`src/rtl/stack_mem_ctrl_pkg.sv`:
```
// rtl/stack_mem_ctrl_pkg.sv - shared types and constants for the stack/memory request controller
//
// Purpose: request opcode encoding, controller FSM states and the default
//          stack window, shared by the controller, its interface users and the bench.
// Ports:   none (package).
package stack_mem_ctrl_pkg;

  // Request opcodes; encodings 6 and 7 are illegal.
  typedef enum logic [2:0] {
    OP_LD    = 3'd0,
    OP_ST    = 3'd1,
    OP_PUSH  = 3'd2,
    OP_POP   = 3'd3,
    OP_PUSH2 = 3'd4,
    OP_POP2  = 3'd5
  } mem_op_t;

  // Empty-stack SP (first push lands here) and lowest stack address.
  // The window sits above the constant/mask table at words 60-72.
  localparam logic [7:0] STACK_BASE_DEF  = 8'd255;
  localparam logic [7:0] STACK_LIMIT_DEF = 8'd192;

  // IDLE accepts requests; SECOND is the second cycle of a 16-bit stack op.
  typedef enum logic {
    IDLE   = 1'b0,
    SECOND = 1'b1
  } ctrl_state_t;

endpackage

```
`src/rtl/stack_mem_ctrl_if.sv`:
```
// rtl/stack_mem_ctrl_if.sv - request/response and data-memory port bundle for stack_mem_ctrl
//
// Purpose: groups the core-side request/response handshake and the dat_mem
//          single address/write port into one interface.
// Signals:
//   req_valid/req_ready/req_op/req_addr/req_wdata  core -> controller request
//   rsp_valid/rsp_data/rsp_err                      controller -> core completion
//   mem_addr/mem_wr_en/mem_din                      controller -> dat_mem
//   mem_dout                                        dat_mem -> controller (combinational read)
// Modports: slave = controller side, master = core plus memory side.
interface stack_mem_ctrl_if;

  logic        req_valid;
  logic        req_ready;
  logic [2:0]  req_op;
  logic [7:0]  req_addr;
  logic [15:0] req_wdata;

  logic        rsp_valid;
  logic [15:0] rsp_data;
  logic        rsp_err;

  logic [7:0]  mem_addr;
  logic        mem_wr_en;
  logic [7:0]  mem_din;
  logic [7:0]  mem_dout;

  modport slave (
    input  req_valid, req_op, req_addr, req_wdata, mem_dout,
    output req_ready, rsp_valid, rsp_data, rsp_err, mem_addr, mem_wr_en, mem_din
  );

  modport master (
    output req_valid, req_op, req_addr, req_wdata, mem_dout,
    input  req_ready, rsp_valid, rsp_data, rsp_err, mem_addr, mem_wr_en, mem_din
  );

endinterface

```
`src/rtl/stack_mem_ctrl.sv`:
```
// rtl/stack_mem_ctrl.sv - load/store/push/pop request controller in front of the 256x8 dat_mem
//
// Purpose: accepts byte/halfword load, store, push and pop requests, owns the
//          downward-growing stack pointer and sequences dat_mem's single port.
//          16-bit stack ops take two cycles (IDLE -> SECOND -> IDLE).
// Ports:
//   clk      in   rising-edge clock
//   reset    in   asynchronous, active-high
//   bus      slave modport of stack_mem_ctrl_if (request, response, memory port)
//   sp       out  stack pointer, always the next free slot
//   err_ovf  out  sticky overflow flag, cleared only by reset
//   err_unf  out  sticky underflow flag, cleared only by reset
module stack_mem_ctrl
  import stack_mem_ctrl_pkg::*;
#(
  parameter logic [7:0] STACK_BASE  = STACK_BASE_DEF,
  parameter logic [7:0] STACK_LIMIT = STACK_LIMIT_DEF
) (
  input  logic             clk,
  input  logic             reset,
  stack_mem_ctrl_if.slave  bus,
  output logic [7:0]       sp,
  output logic             err_ovf,
  output logic             err_unf
);

  ctrl_state_t state;
  ctrl_state_t state_nxt;

  logic        accept;
  logic [8:0]  occupancy;
  logic [8:0]  free_slots;
  logic        can_push1;
  logic        can_push2;
  logic        can_pop1;
  logic        can_pop2;
  logic        start_two;
  logic        pop2_q;   // 1: SECOND belongs to a POP2, 0: to a PUSH2
  logic [7:0]  lo_q;     // PUSH2 low byte to write, or POP2 low byte read

  // 9-bit room arithmetic so the checks never depend on 8-bit wrap,
  // even when sp sits one below STACK_LIMIT (stack full).
  assign occupancy  = {1'b0, STACK_BASE} - {1'b0, sp};
  assign free_slots = {1'b0, sp} - {1'b0, STACK_LIMIT} + 9'd1;
  assign can_push1  = (free_slots >= 9'd1);
  assign can_push2  = (free_slots >= 9'd2);
  assign can_pop1   = (occupancy  >= 9'd1);
  assign can_pop2   = (occupancy  >= 9'd2);

  assign bus.req_ready = (state == IDLE);
  assign accept        = bus.req_valid && (state == IDLE);
  assign start_two     = accept &&
                         (((bus.req_op == OP_PUSH2) && can_push2) ||
                          ((bus.req_op == OP_POP2)  && can_pop2));

  // State register
  always_ff @(posedge clk or posedge reset) begin
    if (reset) begin
      state <= IDLE;
    end else begin
      state <= state_nxt;
    end
  end

  // Next state: only a legal 16-bit stack op leaves IDLE, SECOND lasts one cycle.
  always_comb begin
    state_nxt = state;
    case (state)
      IDLE:    if (start_two) state_nxt = SECOND;
      SECOND:  state_nxt = IDLE;
      default: state_nxt = IDLE;
    endcase
  end

  // Memory port mux: combinational from state and the request being accepted.
  always_comb begin
    bus.mem_addr  = 8'd0;
    bus.mem_wr_en = 1'b0;
    bus.mem_din   = 8'd0;
    case (state)
      IDLE: begin
        if (accept) begin
          case (bus.req_op)
            OP_LD: bus.mem_addr = bus.req_addr;
            OP_ST: begin
              bus.mem_addr  = bus.req_addr;
              bus.mem_wr_en = 1'b1;
              bus.mem_din   = bus.req_wdata[7:0];
            end
            OP_PUSH: if (can_push1) begin
              bus.mem_addr  = sp;
              bus.mem_wr_en = 1'b1;
              bus.mem_din   = bus.req_wdata[7:0];
            end
            OP_POP:  if (can_pop1) bus.mem_addr = sp + 8'd1;
            OP_PUSH2: if (can_push2) begin
              bus.mem_addr  = sp;
              bus.mem_wr_en = 1'b1;
              bus.mem_din   = bus.req_wdata[15:8];
            end
            OP_POP2: if (can_pop2) bus.mem_addr = sp + 8'd1;
            default: ;
          endcase
        end
      end
      SECOND: begin
        if (pop2_q) begin
          bus.mem_addr = sp + 8'd2;
        end else begin
          bus.mem_addr  = sp - 8'd1;
          bus.mem_wr_en = 1'b1;
          bus.mem_din   = lo_q;
        end
      end
      default: ;
    endcase
  end

  // Stack pointer, response and sticky flags. sp moves by two only at the end
  // of SECOND so both halves of a 16-bit op address from the same base.
  always_ff @(posedge clk or posedge reset) begin
    if (reset) begin
      sp            <= STACK_BASE;
      bus.rsp_valid <= 1'b0;
      bus.rsp_data  <= 16'd0;
      bus.rsp_err   <= 1'b0;
      err_ovf       <= 1'b0;
      err_unf       <= 1'b0;
      pop2_q        <= 1'b0;
      lo_q          <= 8'd0;
    end else begin
      bus.rsp_valid <= 1'b0;
      bus.rsp_err   <= 1'b0;
      if (state == SECOND) begin
        bus.rsp_valid <= 1'b1;
        if (pop2_q) begin
          bus.rsp_data <= {bus.mem_dout, lo_q};
          sp           <= sp + 8'd2;
        end else begin
          bus.rsp_data <= 16'd0;
          sp           <= sp - 8'd2;
        end
      end else if (accept) begin
        bus.rsp_data <= 16'd0;
        case (bus.req_op)
          OP_LD: begin
            bus.rsp_valid <= 1'b1;
            bus.rsp_data  <= {8'h00, bus.mem_dout};
          end
          OP_ST: bus.rsp_valid <= 1'b1;
          OP_PUSH: begin
            bus.rsp_valid <= 1'b1;
            if (can_push1) begin
              sp <= sp - 8'd1;
            end else begin
              bus.rsp_err <= 1'b1;
              err_ovf     <= 1'b1;
            end
          end
          OP_POP: begin
            bus.rsp_valid <= 1'b1;
            if (can_pop1) begin
              bus.rsp_data <= {8'h00, bus.mem_dout};
              sp           <= sp + 8'd1;
            end else begin
              bus.rsp_err <= 1'b1;
              err_unf     <= 1'b1;
            end
          end
          OP_PUSH2: begin
            if (can_push2) begin
              lo_q   <= bus.req_wdata[7:0];
              pop2_q <= 1'b0;
            end else begin
              bus.rsp_valid <= 1'b1;
              bus.rsp_err   <= 1'b1;
              err_ovf       <= 1'b1;
            end
          end
          OP_POP2: begin
            if (can_pop2) begin
              lo_q   <= bus.mem_dout;
              pop2_q <= 1'b1;
            end else begin
              bus.rsp_valid <= 1'b1;
              bus.rsp_err   <= 1'b1;
              err_unf       <= 1'b1;
            end
          end
          default: begin
            // Illegal opcode: error response only, sticky flags untouched.
            bus.rsp_valid <= 1'b1;
            bus.rsp_err   <= 1'b1;
          end
        endcase
      end
    end
  end

endmodule

```
`src/flat_wrapper.sv`:
```
// flat-port wrapper written by rule: the top's interface ports become plain ports
module stack_mem_ctrl_flat import stack_mem_ctrl_pkg::*;
#(
  parameter logic [7:0] STACK_BASE  = STACK_BASE_DEF,
  parameter logic [7:0] STACK_LIMIT = STACK_LIMIT_DEF
)
  (clk, reset, sp, err_ovf, err_unf, bus_req_valid, bus_req_op, bus_req_addr, bus_req_wdata, bus_mem_dout, bus_req_ready, bus_rsp_valid, bus_rsp_data, bus_rsp_err, bus_mem_addr, bus_mem_wr_en, bus_mem_din);
  stack_mem_ctrl_if bus_i ();
  input  logic clk;
  input  logic reset;
  output logic [7:0] sp;
  output logic err_ovf;
  output logic err_unf;
  input wire logic [$bits(bus_i.req_valid)-1:0] bus_req_valid;
  input wire logic [$bits(bus_i.req_op)-1:0] bus_req_op;
  input wire logic [$bits(bus_i.req_addr)-1:0] bus_req_addr;
  input wire logic [$bits(bus_i.req_wdata)-1:0] bus_req_wdata;
  input wire logic [$bits(bus_i.mem_dout)-1:0] bus_mem_dout;
  output wire logic [$bits(bus_i.req_ready)-1:0] bus_req_ready;
  output wire logic [$bits(bus_i.rsp_valid)-1:0] bus_rsp_valid;
  output wire logic [$bits(bus_i.rsp_data)-1:0] bus_rsp_data;
  output wire logic [$bits(bus_i.rsp_err)-1:0] bus_rsp_err;
  output wire logic [$bits(bus_i.mem_addr)-1:0] bus_mem_addr;
  output wire logic [$bits(bus_i.mem_wr_en)-1:0] bus_mem_wr_en;
  output wire logic [$bits(bus_i.mem_din)-1:0] bus_mem_din;
  assign bus_i.req_valid = bus_req_valid;
  assign bus_i.req_op = bus_req_op;
  assign bus_i.req_addr = bus_req_addr;
  assign bus_i.req_wdata = bus_req_wdata;
  assign bus_i.mem_dout = bus_mem_dout;
  assign bus_req_ready = bus_i.req_ready;
  assign bus_rsp_valid = bus_i.rsp_valid;
  assign bus_rsp_data = bus_i.rsp_data;
  assign bus_rsp_err = bus_i.rsp_err;
  assign bus_mem_addr = bus_i.mem_addr;
  assign bus_mem_wr_en = bus_i.mem_wr_en;
  assign bus_mem_din = bus_i.mem_din;
  stack_mem_ctrl #(.STACK_BASE(STACK_BASE), .STACK_LIMIT(STACK_LIMIT)) u_core (.clk(clk), .reset(reset), .bus(bus_i), .sp(sp), .err_ovf(err_ovf), .err_unf(err_unf));
endmodule
```
`config.mk`:
```
export PLATFORM = sky130hd
export DESIGN_NAME = stack_mem_ctrl_flat
export DESIGN_NICKNAME = d
export VERILOG_FILES = /design/src/rtl/stack_mem_ctrl_pkg.sv /design/src/rtl/stack_mem_ctrl_if.sv /design/src/rtl/stack_mem_ctrl.sv /design/src/flat_wrapper.sv
export SDC_FILE = /design/constraint.sdc
export NUM_CORES = 1
export LEC_CHECK = 0
export CORE_ASPECT_RATIO = 1.2
export CORE_MARGIN = 1
export CORE_UTILIZATION = 52
export CTS_CLUSTER_DIAMETER = 30
export DETAILED_ROUTE_END_ITERATION = 8
export PLACE_DENSITY = 0.87
export SYNTH_ARGS = -nofsm -noshare
export SYNTH_HDL_FRONTEND = slang
export SYNTH_SLANG_ARGS = --single-unit
```
`constraint.sdc`:
```
create_clock -name clk -period 6.8 [get_ports clk]
set_clock_uncertainty 0.15 [all_clocks]
set_input_delay 1.36 -clock clk [delete_from_list [all_inputs] [get_ports clk]]
set_output_delay 1.36 -clock clk [all_outputs]
set_load 0.01 [all_outputs]
```
==> results of run 1 <==
==> per-stage QoR <==
stage | std cells | cell area, sq um | total power [mW] | hold slack, ns
finish | 462 | 3804 | 1.046 | 0.3343
global route | 462 | 3804 | 1.112 | 0.3711
CTS | 462 | 3804 | 1.042 | 0.3365
detailed placement | 454 | 3705 | 0.8641 | 0.3179
global placement | 454 | 3705 | 0.8555 | 0.3202
floorplan | 333 | 2895 | 0.6742 | 0.3431
==> cell families (layout without fill, tap and decap cells) <==
logic type | count (synthesis) | after routing | synth area share (%)
AO/OA/AOI/OAI | 106 | 106 | 28.61
multiplexers | 5 | 5 | 1.772
XOR/XNOR | 14 | 14 | 4.235
AND/OR/NAND/NOR | 122 | 122 | 22.82
buffers and inverters | 39 | 106 | 5.488
flip-flops | 38 | 38 | 33.19
adder cells (fa/ha/maj) | 9 | 9 | 3.889
==> worst paths after layout <==
kind / cells past startpoint / from / end
max: 7 / bus_req_op[2] / bus_mem_addr[6]
min: 1 / u_core.err_ovf / u_core.err_ovf
max reg2reg: 7 / u_core.sp[2] / u_core.sp[6]
min reg2reg: 1 / u_core.err_ovf / u_core.err_ovf
max in group asynchronous: 3 / reset / u_core.sp[5]
min in group asynchronous: 3 / reset / u_core.bus.rsp_valid
==> routing by layer <==
metal  global-route usage (%)  part of all wire, %  vias up
met5                        0                    0        -
met4                    17.64                  4.0        0
met3                    5.797                  7.3       30
met2                    50.35                   49      161
met1                    38.05                   40     1437
li1                         -                    -     1381
==> sequential cells by signal (all words and copies together) (netlist names) <==
name,flops
u_core.bus.rsp_err,1
u_core.lo_q,8
u_core.bus.rsp_data,16
u_core.err_unf,1
u_core.pop2_q,1
u_core.err_ovf,1
u_core.state,1
u_core.sp,8
u_core.bus.rsp_valid,1
==> placed cells by master, fill, tap and decap left out, types with 11 or more instances in the layout <==
master,count
o21ai_0,14
and2_1,13
dfrtp_1,30
a221o_1,11
clkdlybuf4s50_1,83
nand2_1,33
inv_1,14
nor2_1,19
==> cell usage after synthesis (9+ instances only) <==
cell and n:
o22ai_1 10, xnor2_1 9, dfrtp_1 30, nor2_1 19, o21ai_0 14, inv_1 14, nand3_1 10, nand2_1 33
a22o_1 9, ha_1 9, a221o_1 11, clkbuf_1 16, and2_1 13, a21oi_1 10
==> worst max-delay path, stage by stage <==
cell             delay (ns)
clkdlybuf4s50_1        0.77
nand3b_1               0.48
nand4b_1               0.46
nand2_1                0.21
o21ai_2                0.17
a2111o_1               0.44
clkdlybuf4s50_1        0.48
==> where the power goes <==
part           switching (mW)  leakage, nW  internal (mW)  total, mW
registers               0.105        0.463          0.282      0.386
logic                   0.238         1.05          0.246      0.484
clock network          0.0915       0.0478         0.0836      0.175
total                   0.434         1.56          0.612       1.05
==> area by class of cell <==
| type | instances | area, sq um | area share, % |
|---|---|---|---|
| Sequential cell | 38 | 960.9 | 25.26 |
| Inverter | 14 | 52.55 | 1.382 |
| Multi-Input combinational cell | 256 | 1775 | 46.68 |
| Timing Repair Buffer | 84 | 838.3 | 22.04 |
| Clock buffer | 6 | 82.58 | 2.171 |
| Clock inverter | 2 | 16.27 | 0.4276 |
| Tap cell | 62 | 77.57 | 2.039 |
==> results.yml, run 1 <==
run_status:
  status: "complete, no violations"
cts:
  cts_max_level: 2
  clockBufferDepth: 2
  postCtsSetupBuffers: 0
  ctsHoldBuffers: 0
  clk_pin_slew_ns: 0.08
  cts-root-buf: "clkbuf_8"
  cts_buffers: 5
  clk_latency_ns: 0.30
  cts_resized: 0
  clock-sinks: 38
  cts_tree: "built"
layout:
  diodes: 0
  fin_nets: 446
  fill_cells: 426
  utilization_pct: 71.31
  areaGrowthSynthToFinish_pct: 31.37
  layout-drive-gt1-share_pct: 7.000
floorplan:
  dieArea_sq_um: 5871
  ioPinCount: 84
  rows: 29
  die_h_um: 83.74
  die_w_um: 70.12
  initial_core_util_pct: 54.28
  core_area_sq_um: 5334
placed_design:
  port_buffers: 83
  place.gp.congestion: 0.9732
  hpwl_um: 6279
  dp_slack_ns: 0.9533
yosys:
  yosysTopAreaCell: "dfrtp_1"
  syn_nets: 380
  synth-edff-count: 0
  synthCells: 333
  ys.flop_type: "dfrtp_1"
  yosysTopAreaCellShare_pct: 25.93
  synth_area_sq_um: 2895
  ys_ff_latch: 38
  synth_cell_types: 66
  ys_seq_area_share_pct: 33.19
  postSynth.asyncResetShare_pct: 100.0
  syn_area_per_cell_sq_um: 8.695
  ys_top_cells_by_area: "dfrtp_1, dfstp_2, nand2_1"
  synth_warnings: 0
power:
  peakVddDrop_v: 0.0001392
  p_leak_nw: 1.558
  power.density_nw_per_um2: 275.0
worst_setup_path:
  cp.arrival_ns: 4.38
  endpoint_kind: "primary output"
  crit_required_ns: 5.29
  path_class: "in2out"
  r2r_slack_ns: 3.34
  cp_max_fo: 16
  start_kind: "input port"
global_routing:
  grt_usage_pct: 30.92
  gr-total-overflow: 0
  grt_max_degree: 39
  grt_pass1_vias: 2901
  grt_first_pass_wirelength_um: 14300
  antenna_found_initial: 0
sta:
  setup_viol: 0
  report.final.slew_viol_count: 0
  setup-tns-final_ns: 0
  fmax_mhz: 169.9
  hold_viol_final: 0
  tightest_slew_ns: 1.181
  worst_slack_ns: 0.9128
  slew_headroom_pct: 20.97
  fin_crit_sh_pct: 86.58
  finalCriticalPeriod_ns: 5.887
  rsz0062_at_grt: "false"
detailed_routing:
  drc: 0
  totalWireLength_um: 8817
  ant_nets: 0
  vias: 3009
  dr.pass1.iters: 8
  viasPerCell: 6.513
  routedWlPerCell_um: 19.08
  first_iter_violations: 368
flow_run:
  cap_violations: 0
min_path:
  hp-class: "reg2reg"
(Power assumes the default switching activity.)
==> run 2, diff against run 1 <==
==> constraint.sdc (replaced) <==
create_clock -name clk -period 6.8 [get_ports clk]
set_clock_uncertainty 0.15 [all_clocks]
set_input_delay 1.02 -clock clk [delete_from_list [all_inputs] [get_ports clk]]
set_output_delay 1.02 -clock clk [all_outputs]
set_load 0.01 [all_outputs]
==> run 2 against run 1 <==
Effect of this change: critical path depth is the same; worst setup slack better by 0.68 ns; largest power group unchanged; cell area did not move; critical endpoint unchanged; clock power hardly changed; wire length shrank 2.9%; sequential power about the same; combinational power is essentially flat; die area did not move; core utilization did not move; critical path type unchanged.
==> results.yml, run 2 (same netlist as run 1, synthesis figures left out) <==
run_status:
  status: "complete, no violations"
floorplan:
  core_area_sq_um: 5334
  rows: 29
  die_w_um: 70.12
  die_h_um: 83.74
  dieArea_sq_um: 5871
  ioPinCount: 84
  initial_core_util_pct: 54.28
detailed_routing:
  routedWlPerCell_um: 18.53
  viasPerCell: 6.539
  drc: 0
  vias: 3021
  first_iter_violations: 243
  dr.pass1.iters: 7
  totalWireLength_um: 8560
  ant_nets: 0
power:
  fin_total_pwr_mw: 1.046
  power.density_nw_per_um2: 275.0
  p_leak_nw: 1.558
  peakVddDrop_v: 0.0001514
global_routing:
  grt_usage_pct: 29.77
  gr-total-overflow: 0
  grt_max_degree: 39
  grt_pass1_vias: 2824
  grt_first_pass_wirelength_um: 13950
  antenna_found_initial: 0
sta:
  finalCriticalPeriod_ns: 5.203
  setup_viol: 0
  report.final.slew_viol_count: 0
  fin_crit_sh_pct: 76.52
  fmax_mhz: 192.2
  worst_slack_ns: 1.597
  tightest_slew_ns: 1.156
  setup-tns-final_ns: 0
  slew_headroom_pct: 22.66
  rsz0062_at_grt: "false"
  hold_viol_final: 0
cts:
  clockBufferDepth: 2
  cts_max_level: 2
  cts-root-buf: "clkbuf_8"
  cts_buffers: 5
  ctsHoldBuffers: 0
  cts_resized: 0
  clk_pin_slew_ns: 0.08
  clk_latency_ns: 0.30
  clock-sinks: 38
  postCtsSetupBuffers: 0
  cts_tree: "built"
layout:
  regMostFlops: "u_core.bus.rsp_data"
  final_common_cell: "clkdlybuf4s50_1"
  most-common-layout-cells: "clkdlybuf4s50_1, nand2_1, dfrtp_1, nor2_1"
  largest_registers: "u_core.bus.rsp_data x16, u_core.lo_q x8, u_core.sp x8"
  diodes: 0
  fin_nets: 446
  areaGrowthSynthToFinish_pct: 31.37
  largest_reg_flops: 16
  layout-drive-gt1-share_pct: 7.000
  fill_cells: 424
worst_setup_path:
  crit_required_ns: 5.63
  cp_top_family: "buffers and inverters"
  slowest_delay_ns: 0.77
  crit_top_cell: "clkdlybuf4s50_1"
  r2r-start: "u_core.sp[2]"
  crit_path_top_delay_cell: "clkdlybuf4s50_1"
  path_cells: "clkdlybuf4s50_1, nand3b_1, nand4b_1, nand2_1, o21ai_2, a2111o_1, clkdlybuf4s50_1"
  path_class: "in2out"
  worstRegToRegCells: 7
  rr_endpoint: "u_core.sp[2]"
  cp_max_fo: 16
  path_buf_inv: 2
  cp.arrival_ns: 4.03
  r2r_slack_ns: 3.35
  endpoint_kind: "primary output"
  start_kind: "input port"
min_path:
  holdPathStages: 1
  hold_path_startpoint: "u_core.err_ovf"
  worstHoldEndpoint: "u_core.err_ovf"
  hp-class: "reg2reg"
flow_run:
  cap_violations: 0
placed_design:
  hpwl_um: 6093
  dp_slack_ns: 1.658
  port_buffers: 83
  place.gp.congestion: 0.9813
[run 2: metrics by stage]
| stage | area [sq um] | hold WS (ns) | std cells | utilization (%) |
|---|---|---|---|---|
| global placement | 3705 | 0.3204 | 454 | 69.46 |
| CTS | 3804 | 0.3407 | 462 | 71.31 |
| finish | 3804 | 0.3361 | 462 | 71.31 |
| detailed placement | 3705 | 0.3216 | 454 | 69.46 |
| global route | 3804 | 0.3700 | 462 | 71.31 |
| floorplan | 2895 | 0.3431 | 333 | - |
[run 2: cell type report]
cell class,instances,area [sq um],share of cell area (%)
multi-input cells,256,1775,46.68
flip-flops and latches,38,960.9,25.26
repair buffers,84,838.3,22.04
clock buffers,6,82.58,2.171
well taps,62,77.57,2.039
inverters,14,52.55,1.382
clock inverters,2,16.27,0.4276
[run 2: worst max path at each step]
| stage | to | start | slack (ns) | depth (start not counted) |
|---|---|---|---|---|
| after floorplan | bus_mem_addr[6] | u_core.sp[0] | 3.13 | 9 |
| after global placement | bus_mem_addr[6] | bus_req_op[0] | 1.76 | 7 |
| after detailed placement | bus_mem_din[7] | bus_req_op[1] | 1.66 | 7 |
| after CTS | bus_mem_din[7] | bus_req_op[1] | 1.64 | 7 |
| after global routing | bus_mem_din[7] | bus_req_op[1] | 1.43 | 7 |
| final | bus_mem_addr[6] | bus_req_op[2] | 1.60 | 7 |
[run 2: report_power, final]
part	leakage, nW	internal, mW	switching [mW]	total (mW)
clock network	0.0478	0.0837	0.0930	0.177
registers	0.463	0.282	0.103	0.385
logic	1.05	0.247	0.238	0.484
total	1.56	0.612	0.434	1.05
[run 2: per-layer routing]
metal,track usage [%],part of all wire [%],vias up
met5,0,0,-
met4,14.36,3.5,0
met3,5.193,8.1,24
met2,48.78,49,177
met1,37.71,40,1430
li1,-,-,1390
==> run 3, diff against run 2 <==
--- a/config.mk
+++ b/config.mk
@@ -7,10 +7,10 @@
 export LEC_CHECK = 0
 export CORE_ASPECT_RATIO = 1.2
 export CORE_MARGIN = 1
-export CORE_UTILIZATION = 52
+export CORE_UTILIZATION = 44
 export CTS_CLUSTER_DIAMETER = 30
 export DETAILED_ROUTE_END_ITERATION = 8
-export PLACE_DENSITY = 0.87
+export PLACE_DENSITY = 0.78
 export SYNTH_ARGS = -nofsm -noshare
 export SYNTH_HDL_FRONTEND = slang
 export SYNTH_SLANG_ARGS = --single-unit
==> constraint.sdc (replaced) <==
create_clock -name clk -period 4.2 [get_ports clk]
set_clock_uncertainty 0.15 [all_clocks]
set_input_delay 0.63 -clock clk [delete_from_list [all_inputs] [get_ports clk]]
set_output_delay 0.63 -clock clk [all_outputs]
set_load 0.01 [all_outputs]
==> run 3 against run 2 <==
Effect of this change: cell area is 5.9% higher; non-clock buffer count is 20 higher; clock-buffer cell count stayed put; worst setup slack worse by 1.5 ns; critical path depth is 2 higher; sequential share of layout area is 1.4 points lower; sequential power is 50% higher; core utilization is 8.4 points lower; wire length is 2.6% higher; global-route usage is 3.2 points lower; via count is 2.7% higher; final cell count is 9.3% higher; highest routed layer unchanged.
==> results.yml, run 3 (same netlist as run 1, synthesis figures left out) <==
detailed_routing:
  wl_met3_um: 713
  ant_nets: 0
  top_layer: "met4"
  first_iter_violations: 255
  totalWireLength_um: 8784
  met2_length_um: 4246
  routedWlPerCell_um: 17.39
  dr.pass1.iters: 6
  drc: 0
  vias: 3103
  viasPerCell: 6.145
  wl_met1_um: 3568
global_routing:
  grt_usage_pct: 26.59
  gr-total-overflow: 0
  grt_first_pass_wirelength_um: 14870
  grt_pass1_vias: 3079
  grt_max_degree: 39
  antenna_found_initial: 0
placed_design:
  dp_slack_ns: 0.1762
  placedCellCount: 496
  hpwl_um: 6354
  port_buffers: 83
  place.gp.congestion: 0.9557
layout:
  areaGrowthSynthToFinish_pct: 39.15
  fin_nets: 466
  layout.cells.non_filler: 505
  fill_cells: 569
  diodes: 0
  most-common-layout-cells: "clkdlybuf4s50_1, nand2_1, dfrtp_1, buf_4, nor2_1"
  regMostFlops: "u_core.bus.rsp_data"
  largest_reg_flops: 16
  largest_registers: "u_core.bus.rsp_data x16, u_core.lo_q x8, u_core.sp x8"
  layout-drive-gt1-share_pct: 11.43
  final_common_cell: "clkdlybuf4s50_1"
cts:
  cts-root-buf: "clkbuf_8"
  clockBufferDepth: 2
  cts_max_level: 2
  clk_pin_slew_ns: 0.09
  cts_tree: "built"
  cts_buffers: 5
  ctsHoldBuffers: 0
  clk_latency_ns: 0.30
  clock-sinks: 38
worst_setup_path:
  endpoint_kind: "primary output"
  path_class: "reg2out"
  start_kind: "flip-flop"
  cp.arrival_ns: 3.31
  cp_max_fo: 8
  crit_required_ns: 3.42
power:
  peakVddDrop_v: 0.0002471
  power.density_nw_per_um2: 458.8
  p_leak_nw: 1.688
  fin_total_pwr_mw: 1.849
floorplan:
  initial_core_util_pct: 45.20
  rows: 32
  die_h_um: 90.86
  die_w_um: 76.05
  core_area_sq_um: 6406
  dieArea_sq_um: 6910
  ioPinCount: 84
min_path:
  hp-class: "reg2reg"
sta:
  setup-tns-final_ns: 0
  fin_crit_sh_pct: 97.47
  hold_viol_final: 0
  finalCriticalPeriod_ns: 4.094
  tightest_slew_ns: 1.130
  setup_viol: 0
  worst_slack_ns: 0.1062
  slew_headroom_pct: 24.35
  fmax_mhz: 244.3
  report.final.slew_viol_count: 0
flow_run:
  cap_violations: 0
run_status:
  status: "complete, no violations"
==> run 3: cell types whose count changed in the layout (fill, tap and decap cells not counted) <==
| cell | change |
|---|---|
| buf_4 | +20 |
| clkinvlp_4 | -1 |
| bufinv_16 | +2 |
| inv_6 | -1 |
| clkdlybuf4s50_1 | -1 |
| dlymetal6s2s_1 | +1 |
==> run 3: layout make-up <==
class | count | area, sq um | area share (%)
clock buffer | 6 | 82.58 | 2.050
timing repair buffer | 104 | 991.0 | 24.60
clock inverter | 2 | 60.06 | 1.491
inverter | 14 | 52.55 | 1.304
multi-input combinational | 256 | 1775 | 44.07
sequential | 38 | 960.9 | 23.85
tap | 85 | 106.4 | 2.640
==> run 3: worst paths after layout <==
path | startpoint | end | slack [ns] | cells after the start
max reg2reg | u_core.sp[1] | u_core.lo_q[2] | 1.45 | 8
max | u_core.sp[1] | bus_mem_addr[6] | 0.11 | 9
min in group asynchronous | reset | u_core.bus.rsp_valid | 0.59 | 3
min | u_core.err_unf | u_core.err_unf | 0.33 | 1
min reg2reg | u_core.err_unf | u_core.err_unf | 0.33 | 1
max in group asynchronous | reset | u_core.sp[2] | 2.94 | 3
==> run 3: what timing repair did <==
item                                    CTS  global route
setup buffers                             0             1
endpoints found under the setup margin    0            16
resized for setup                         0             1
==> run 3: worst max-delay path: stages (launching register included) <==
cell and delay (ns):
dfstp_2 0.57, inv_1 0.12, ha_1 0.39, nor2b_1 0.17
nand4_1 0.14, a2111o_1 0.40, nand2b_2 0.15, o21ai_2 0.16
a2111o_1 0.44, clkdlybuf4s50_1 0.48
==> run 3: layer usage <==
layer	track usage [%]	up-vias
met5	0	-
met4	10.26	0
met3	5.051	24
met2	45.00	172
met1	33.38	1475
li1	-	1432
==> run 3: through the flow <==
stage               cell area [sq um]  hold WS [ns]  utilization [%]
floorplan                        2895        0.3431                -
global placement                 3876        0.3143            60.51
detailed placement               3876        0.3105            60.51
CTS                              4019        0.3342            62.73
global route                     4029        0.3542            62.89
finish                           4029        0.3295            62.89
==> run 3: power by group <==
part | internal, mW | total, mW | switching, mW
combinational | 0.442 | 0.879 | 0.437
sequential | 0.454 | 0.577 | 0.123
clock | 0.254 | 0.392 | 0.139
